$ cat config.mk
export PLATFORM = sky130hd
export DESIGN_NAME = adder_pipe_nbit
export DESIGN_NICKNAME = d
export VERILOG_FILES = /design/src/rtl/adder_pipe_nbit.sv
export SDC_FILE = /design/constraint.sdc
export NUM_CORES = 1
export LEC_CHECK = 0
export BUFFER_PORTS_ARGS = -buffer_cell sky130_fd_sc_hd__buf_4
export CORE_MARGIN = 2
export CORE_UTILIZATION = 30
export DETAILED_ROUTE_END_ITERATION = 10
export HOLD_SLACK_MARGIN = 0.02
export SYNTH_ARGS = -nofsm -noshare
export SYNTH_HDL_FRONTEND = slang
export SYNTH_SLANG_ARGS = --single-unit
$ cat constraint.sdc
create_clock -name clk -period 2 [get_ports clk]
set_clock_uncertainty 0.15 [all_clocks]
set_input_delay 0.6 -clock clk [delete_from_list [all_inputs] [get_ports clk]]
set_output_delay 0.6 -clock clk [all_outputs]
set_load 0.01 [all_outputs]
$ cat src/rtl/adder_pipe_nbit.sv
// adder_pipe_nbit
// Pipelined add/subtract unit. Operands are cut into SLICE-bit slices and one
// slice is resolved per stage, with the slice carry registered between stages.
// Every stage advances together under a single global advance term, so the
// pipeline behaves like a fixed-latency shift register with valid/ready on
// both ends.
//
// WIDTH must be an integer multiple of SLICE. STAGES = WIDTH / SLICE (>= 1).

module adder_pipe_nbit #(
  parameter int WIDTH = 16,
  parameter int SLICE = 4
) (
  input  logic             clk,
  input  logic             rst_n,
  input  logic             in_valid,
  output logic             in_ready,
  input  logic [WIDTH-1:0] a,
  input  logic [WIDTH-1:0] b,
  input  logic             c_in,
  input  logic             sub,
  output logic             out_valid,
  input  logic             out_ready,
  output logic [WIDTH-1:0] sum,
  output logic             c_out,
  output logic             ovf
);

  localparam int STAGES = WIDTH / SLICE;
  localparam int LAST   = STAGES - 1;

  // ---------------------------------------------------------------------------
  // Pipeline state.
  //   a_q/b_q   : operand A and effective operand B' travelling with the beat;
  //               only the slices above the stage index are still consumed.
  //   sum_q     : result slices completed so far (slices 0..k valid at stage k).
  //   carry_q   : carry out of the slice resolved in stage k.
  //   valid_q   : stage occupancy.
  //   ovf_q     : overflow flag of the beat sitting in the last stage.
  // ---------------------------------------------------------------------------
  logic [STAGES-1:0] valid_q;
  logic [STAGES-1:0] valid_d;
  logic [STAGES-1:0] carry_q;
  logic [STAGES-1:0] carry_d;
  logic [WIDTH-1:0]  a_q   [STAGES];
  logic [WIDTH-1:0]  a_d   [STAGES];
  logic [WIDTH-1:0]  b_q   [STAGES];
  logic [WIDTH-1:0]  b_d   [STAGES];
  logic [WIDTH-1:0]  sum_q [STAGES];
  logic [WIDTH-1:0]  sum_d [STAGES];
  logic              ovf_q;
  logic              ovf_d;

  // Global advance: the whole pipe moves unless the output beat is blocked.
  logic adv;

  // Effective operands for the incoming beat. Subtraction is a + ~b + ~c_in.
  logic [WIDTH-1:0] b_eff;
  logic             c_eff;

  // What each stage would load from its predecessor (stage 0 loads the input).
  logic [WIDTH-1:0]  src_a   [STAGES];
  logic [WIDTH-1:0]  src_b   [STAGES];
  logic [WIDTH-1:0]  src_sum [STAGES];
  logic [STAGES-1:0] src_c;
  logic [STAGES-1:0] src_v;

  // Slice arithmetic scratch for the per-stage adders.
  logic [SLICE-1:0] slice_a;
  logic [SLICE-1:0] slice_b;
  logic [SLICE:0]   slice_r;

  // Separate view of the last stage's slice, used only for the overflow flag.
  logic [SLICE-1:0] last_a;
  logic [SLICE-1:0] last_b;
  logic [SLICE:0]   last_r;

  // Handshake: accept whenever the pipe can shift; no bubble collapsing.
  always_comb begin
    adv      = (~valid_q[LAST]) | out_ready;
    in_ready = adv;
  end

  // Operand conditioning for add versus subtract.
  always_comb begin
    if (sub) begin
      b_eff = ~b;
    end else begin
      b_eff = b;
    end
    c_eff = c_in ^ sub;
  end

  // Stage input wiring: stage 0 takes the input beat, later stages their predecessor.
  for (genvar k = 0; k < STAGES; k++) begin : g_src
    if (k == 0) begin : g_first
      assign src_a[k]   = a;
      assign src_b[k]   = b_eff;
      assign src_sum[k] = {WIDTH{1'b0}};
      assign src_c[k]   = c_eff;
      assign src_v[k]   = in_valid;
    end else begin : g_next
      assign src_a[k]   = a_q[k-1];
      assign src_b[k]   = b_q[k-1];
      assign src_sum[k] = sum_q[k-1];
      assign src_c[k]   = carry_q[k-1];
      assign src_v[k]   = valid_q[k-1];
    end
  end

  // Per-stage next state: resolve slice k on advance, otherwise hold.
  // Data registers only load when a real beat arrives so the outputs keep
  // their last values while bubbles pass through.
  always_comb begin
    slice_a = {SLICE{1'b0}};
    slice_b = {SLICE{1'b0}};
    slice_r = {(SLICE+1){1'b0}};
    for (int k = 0; k < STAGES; k++) begin
      slice_a = src_a[k][k*SLICE +: SLICE];
      slice_b = src_b[k][k*SLICE +: SLICE];
      slice_r = {1'b0, slice_a} + {1'b0, slice_b} + {{SLICE{1'b0}}, src_c[k]};

      if (adv && src_v[k]) begin
        a_d[k]                      = src_a[k];
        b_d[k]                      = src_b[k];
        sum_d[k]                    = src_sum[k];
        sum_d[k][k*SLICE +: SLICE]  = slice_r[SLICE-1:0];
        carry_d[k]                  = slice_r[SLICE];
      end else begin
        a_d[k]     = a_q[k];
        b_d[k]     = b_q[k];
        sum_d[k]   = sum_q[k];
        carry_d[k] = carry_q[k];
      end

      if (adv) begin
        valid_d[k] = src_v[k];
      end else begin
        valid_d[k] = valid_q[k];
      end
    end
  end

  // Overflow of the last slice: carry into its MSB (recovered from the MSB
  // sum bit and the operand MSBs) XOR carry out of the MSB.
  always_comb begin
    last_a = src_a[LAST][LAST*SLICE +: SLICE];
    last_b = src_b[LAST][LAST*SLICE +: SLICE];
    last_r = {1'b0, last_a} + {1'b0, last_b} + {{SLICE{1'b0}}, src_c[LAST]};
    if (adv && src_v[LAST]) begin
      ovf_d = last_r[SLICE] ^ (last_r[SLICE-1] ^ last_a[SLICE-1] ^ last_b[SLICE-1]);
    end else begin
      ovf_d = ovf_q;
    end
  end

  // Pipeline registers; asynchronous reset flushes every in-flight beat.
  always_ff @(posedge clk or negedge rst_n) begin
    if (!rst_n) begin
      valid_q <= {STAGES{1'b0}};
      carry_q <= {STAGES{1'b0}};
      ovf_q   <= 1'b0;
      for (int k = 0; k < STAGES; k++) begin
        a_q[k]   <= {WIDTH{1'b0}};
        b_q[k]   <= {WIDTH{1'b0}};
        sum_q[k] <= {WIDTH{1'b0}};
      end
    end else begin
      valid_q <= valid_d;
      carry_q <= carry_d;
      ovf_q   <= ovf_d;
      for (int k = 0; k < STAGES; k++) begin
        a_q[k]   <= a_d[k];
        b_q[k]   <= b_d[k];
        sum_q[k] <= sum_d[k];
      end
    end
  end

  // Result port: straight from the last stage's registers.
  always_comb begin
    out_valid = valid_q[LAST];
    sum       = sum_q[LAST];
    c_out     = carry_q[LAST];
    ovf       = ovf_q;
  end

endmodule

==> results of run 1 <==
[metrics by stage]
stage | total power (uW) | cells
floorplan | 5580 | 318
global placement | 6500 | 557
detailed placement | 6630 | 557
CTS | 8540 | 574
global route | 9080 | 574
finish | 8410 | 574
[registers in the layout, indices dropped and copies added, names as in the netlist]
| name | count |
|---|---|
| a_q | 24 |
| b_q | 24 |
| src_sum | 24 |
| sum | 16 |
| carry_q | 4 |
| valid_q | 4 |
| ovf | 1 |
[report_power, final]
| group | switching [uW] | internal (uW) | total, uW |
|---|---|---|---|
| Combinational | 1390 | 1820 | 3210 |
| Clock | 692 | 1130 | 1820 |
| Sequential | 527 | 2850 | 3380 |
[final cells by class]
| cell class | count | share of cell area (%) |
|---|---|---|
| multi-input cells | 200 | 33.3 |
| repair buffers | 72 | 11.1 |
| clock inverters | 4 | 1.41 |
| inverters | 9 | 0.669 |
| clock buffers | 12 | 4.55 |
| flip-flops and latches | 97 | 44.8 |
| well taps | 180 | 4.15 |
[worst reg2reg max path, stage by stage (launching register included)]
cell and delay (ns):
dfrtp_1 0.40, fa_2 0.41, fa_2 0.37, nand3_2 0.10, a21oi_2 0.06, o211a_1 0.24, o31ai_2 0.17
[cell families (layout without fill, tap and decap cells)]
family                     after synthesis  count (layout)  share of synthesized area (%)
and+or+nand+nor                         44              44                           5.03
DFF                                     97              97                           56.5
adders and majority gates               20              20                           7.22
muxes                                   66              66                           17.3
AOI/OAI and AO/OA                       45              45                           6.20
xor gates and xnor gates                25              25                           5.09
buffers and inverters                   21              97                           2.71
[cells in the final DEF (no fill, tap or decap), types with 8 or more instances in the layout]
cell type and n:
dfrtp_1 97, ha_1 12, xnor2_1 12, xor2_1 11
a21oi_1 8, buf_4 65, clkbuf_16 9, o21ai_0 22
inv_1 8, mux2_2 65, nand2_1 33
[how the worst max path moves through the flow]
stage                  from          to  slack [ns]  cells past startpoint
floorplan               sub  carry_q[0]       -0.37                      8
finish                 b[0]  carry_q[0]       -0.02                      7
CTS                 a_q[28]         ovf      -0.007                      6
global route        a_q[28]         ovf       -0.06                      6
global placement        sub  carry_q[0]       -0.30                      7
detailed placement      sub  carry_q[0]       -0.32                      7
[timing repair]
| item | 4_1_cts | 5_1_grt |
|---|---|---|
| endpoints found under the setup margin | 1 | 3 |
| hold endpoints to repair | 0 | 0 |
| pin swaps | 1 | 5 |
| resized for setup | 2 | 7 |
| buffers inserted | 1 | 0 |
[metal layers]
layer / wire (um) / share of wire [%] / global-route usage (%)
met2: 3540 / 47 / 17.0
met3: 217 / 2.9 / 2.70
met1: 3700 / 49 / 14.6
met4: 143 / 1.9 / 4.90
met5: 0 / 0 / 0
==> qor.yml, run 1 <==
core.rowCount: 43
dr.pass1.iters: 4
tns_ns: -0.0209
clkTransAtPathRegs_ns: 0.06
pin_count: 58
synth_common_cells: "dfrtp_1, mux2_2, nand2_1"
utilization_pct: 38.9
post_dp_cell_area_um2: 5050
post_drt_wl_per_cell_um: 13.2
power_leakage_uw: 0.00250
drt_iter0_markers: 67
r2r_slack_ns: -0.01
postLayoutCellArea_um2: 5420
overflow: 0
status: "finished, violations left"
synth_area_leader_cell: "dfrtp_1"
drc: 0
antenna_found_initial: 0
dieArea_um2: 15300
clock-root-buffer: "clkbuf_16"
multi_input_area_um2: 1810
grtUsageTotal_pct: 11.0
grt_start_max_net_pins: 33
regArea_um2: 2430
synth.lib_cells_used.distinct: 30
hpwl_um: 5730
yosysSeqAreaShare_pct: 56.5
synth_area_leaders: "dfrtp_1, mux2_2, fa_1"
drv_slew: 0
yosysMostFrequentCell: "dfrtp_1"
cts_tree: "done"
fin_crit_sh_pct: 101
h-tree-depth: 3
die_w_um: 124
worst_slew_pin_slew_ns: 0.362
syn_area_per_cell_um2: 13.5
synth_top_cell_area_share_pct: 56.5
powerDensity_nw_per_um2: 1550
core-area_um2: 13900
cp-start-kind: "input pin"
wirelength_um: 7600
routabilityCongestion: 0.782
failed_checks: "negative setup slack"
critical_path.max_fanout: 2
place_ws_ns: -0.316
area_growth_pct: 26.1
fmax_mhz: 496
max_stage_delay_ns: 0.42
grt_setup_unrepaired: "yes"
fin_hold_ws_ns: 0.0219
crit_family: "adder cells"
peakVddDrop_mv: 0.434
path_common_cell: "fa_2"
netlist_area_um2: 4300
r2r_cells: 6
yosys_warnings: 0
insertion_delay_ns: 0.34
drv_cap: 0
fillers: 1304
crit_chain: "buf_6 -> xor2_4 -> fa_2 -> fa_2 -> a21o_1 -> a21oi_1 -> o21ai_0"
grt_pass1_vias: 2631
vias: 2497
critical_path_buf_inv_count: 1
synth_nets: 376
ys_async_sr_fraction_pct: 100
cts_sinks: 97
port_buffers: 57
antennaDiodeCount: 0
crit_slowest_cell: "fa_2"
drive_gt1_share_pct: 43.1
required_ns: 2.06
cts_made_buffers: 9
setup_viol: 2
clockBufferDepth: 2
synth_edf_count: 0
relSlewSlack_pct: 75.9
ys_ff_latch: 97
routed_via_density: 4.35
synth_flop_cell: "dfrtp_1"
arrival_ns: 2.07
final_nets: 447
initial_core_util_pct: 30.9
critPathKind: "in -> reg"
ctsHoldBuffers: 0
ant_nets: 0
grt_pass1_wl_um: 12900
end_kind: "register"
timing.rr.end: "ovf"
reg2reg_from: "a_q[28]"
die_h_um: 124
min_period_ns: 2.02
timing.final.ws_setup_ns: -0.0153
synthCells: 318
finalHoldViolCount: 0
hold_class: "in -> async"
No activity file was read; power rests on OpenSTA's default activity.
==> inputs of run 2 (changes only) <==
==> constraint.sdc (replaced) <==
create_clock -name clk -period 2 [get_ports clk]
set_clock_uncertainty 0.15 [all_clocks]
set_input_delay 0.1 -clock clk [delete_from_list [all_inputs] [get_ports clk]]
set_output_delay 0.1 -clock clk [all_outputs]
set_load 0.01 [all_outputs]
==> qor.yml, run 2 (same netlist as run 1, synthesis figures left out) <==
status: "finished clean"
grt_start_max_net_pins: 44  # +33%
fin_crit_sh_pct: 99.7  # -1.0 points
drv_cap: 0  # unchanged
crit_chain: "fa_2 -> and3_4 -> or3_4 -> a211oi_2 -> o31ai_2"
drt-met1-wl_um: 3600  # -2.8%
required_ns: 2.07  # about the same
grt_pass1_wl_um: 13000  # +0.86%
arrival_ns: 2.06  # about the same
clock-root-buffer: "clkbuf_16"
initial_core_util_pct: 30.9  # unchanged
die_w_um: 124  # unchanged
finalHoldViolCount: 0  # unchanged
crit_slowest_cell: "fa_2"
clockBufferDepth: 2  # unchanged
max_stage_delay_ns: 0.42  # about the same
antennaDiodeCount: 0  # unchanged
grt_setup_unrepaired: "yes"
worst_slew_pin_slew_ns: 0.552  # +0.190 ns
grt_pass1_vias: 2604  # -1.0%
cts_tree: "done"
port_buffers: 57  # unchanged
vias: 2564  # +2.7%
critPathKind: "reg -> reg"
top_layer: "met4"
routabilityCongestion: 0.775  # -0.96%
relSlewSlack_pct: 63.2  # -13 points
wirelength_um: 7620  # +0.18%
peakVddDrop_mv: 0.546  # +26%
power_leakage_uw: 0.00259  # +3.6%
setup_viol: 0  # -2
cp-start-kind: "register"
crit_family: "simple AND/OR/NAND/NOR gates"
dieArea_um2: 15300  # unchanged
drt_iter0_markers: 65  # -3.0%
tns_ns: 0  # +0.0209 ns
dp.cells: 552  # -0.90%
critical_path_buf_inv_count: 0  # -1
layout_common_cells: "dfrtp_1, mux2_2, buf_4"
crit_cells: 5  # -2
drive_gt1_share_pct: 39.1  # -4.1 points
drc: 0  # unchanged
cts_sinks: 97  # unchanged
post_drt_wl_per_cell_um: 12.8  # -3.7%
dr.pass1.iters: 4  # unchanged
post_dp_cell_area_um2: 4970  # -1.6%
die_h_um: 124  # unchanged
area_growth_pct: 31.0
drv_slew: 0  # unchanged
fin_hold_ws_ns: 0.0682  # +0.0463 ns
r2r_cells: 5  # -1
routed_via_density: 4.29  # -1.3%
hold_class: "in -> reg"
critical_path.max_fanout: 3  # +1
clkTransAtPathRegs_ns: 0.06  # about the same
antenna_found_initial: 0  # unchanged
routed-wl-met3_um: 201  # -7.4%
cts_made_buffers: 9  # unchanged
timing.final.ws_setup_ns: 0.00520  # +0.0205 ns
hpwl_um: 5620  # -1.9%
insertion_delay_ns: 0.34  # about the same
powerDensity_nw_per_um2: 1530  # -1.4%
hold_depth: 3
core.rowCount: 43  # unchanged
end_kind: "register"
grtUsageTotal_pct: 11.0  # +0.072 points
overflow: 0  # unchanged
min_period_ns: 1.99  # -0.0205 ns
fmax_mhz: 501  # +1.0%
h-tree-depth: 3  # unchanged
final_cells: 597  # +4.0%
core-area_um2: 13900  # unchanged
pin_count: 58  # unchanged
wl_met2_um: 3700  # +4.5%
postLayoutCellArea_um2: 5630  # +3.9%
ant_nets: 0  # unchanged
place_ws_ns: -0.0468  # +0.269 ns
final_nets: 470  # +5.1%
layout_commonest_cell: "dfrtp_1"
run 2: cell count changes in the layout (fill, tap and decap cells not counted), moves of 2 or more:
cell | before | now
clkinv_2 | 0 | 2
buf_12 | 4 | 2
o21ai_1 | 2 | 0
bufinv_16 | 2 | 4
buf_6 | 3 | 0
dlygate4sd3_1 | 0 | 28
o21ai_0 | 22 | 24
run 2: metrics by stage:
stage / power [uW] / utilization, %
final: 8620 / 40.4
after global routing: 9300 / 40.4
after CTS: 8750 / 40.4
after detailed placement: 6600 / 35.7
after global placement: 6450 / 35.7
after floorplan: 5560 / -
run 2: final timing paths:
check / start / slack [ns] / to
worst min-delay path: in_valid / 0.07 / valid_q[0]
worst max register to register: carry_q[2] / 0.005 / ovf
min in group asynchronous: rst_n / 0.15 / b_q[52]
worst min register to register: b_q[61] / 0.33 / b_q[61]
worst max-delay path: carry_q[2] / 0.005 / ovf
max in group asynchronous: rst_n / 0.96 / src_sum[19]
run 2: power breakdown:
group / switching (uW) / internal [uW] / total [uW]
Sequential: 517 / 2850 / 3370
Clock: 684 / 1340 / 2030
Combinational: 1410 / 1810 / 3220
run 2: worst min-delay path, delay by kind of cell:
family | cells | cell delay [ns]
buffers and inverters | 1 | 0.09
AND/OR/NAND/NOR | 2 | 0.32
run 2: layout make-up:
class | instances | area, um2
clock buffer | 10 | 229
inverter | 9 | 36.3
timing repair buffer | 95 | 808
fill | 1298 | 8300
clock inverter | 6 | 130
multi-input combinational | 200 | 1780
sequential | 97 | 2430
tap | 180 | 225
run 2: timing repair:
action / in CTS / in global routing
endpoints found under the hold margin: 70 / 0
setup endpoints to repair: 1 / 1
setup buffers: 1 / 0
hold buffers: 28 / 0
gates resized for setup: 3 / 0
gates cloned: 0 / 0
pin swaps: 3 / 2
run 2: layer usage:
metal / track usage, % / up-vias
li1: - / 1277
met1: 14.4 / 1245
met2: 17.9 / 32
met3: 2.66 / 10
met4: 4.05 / 0
met5: 0 / -
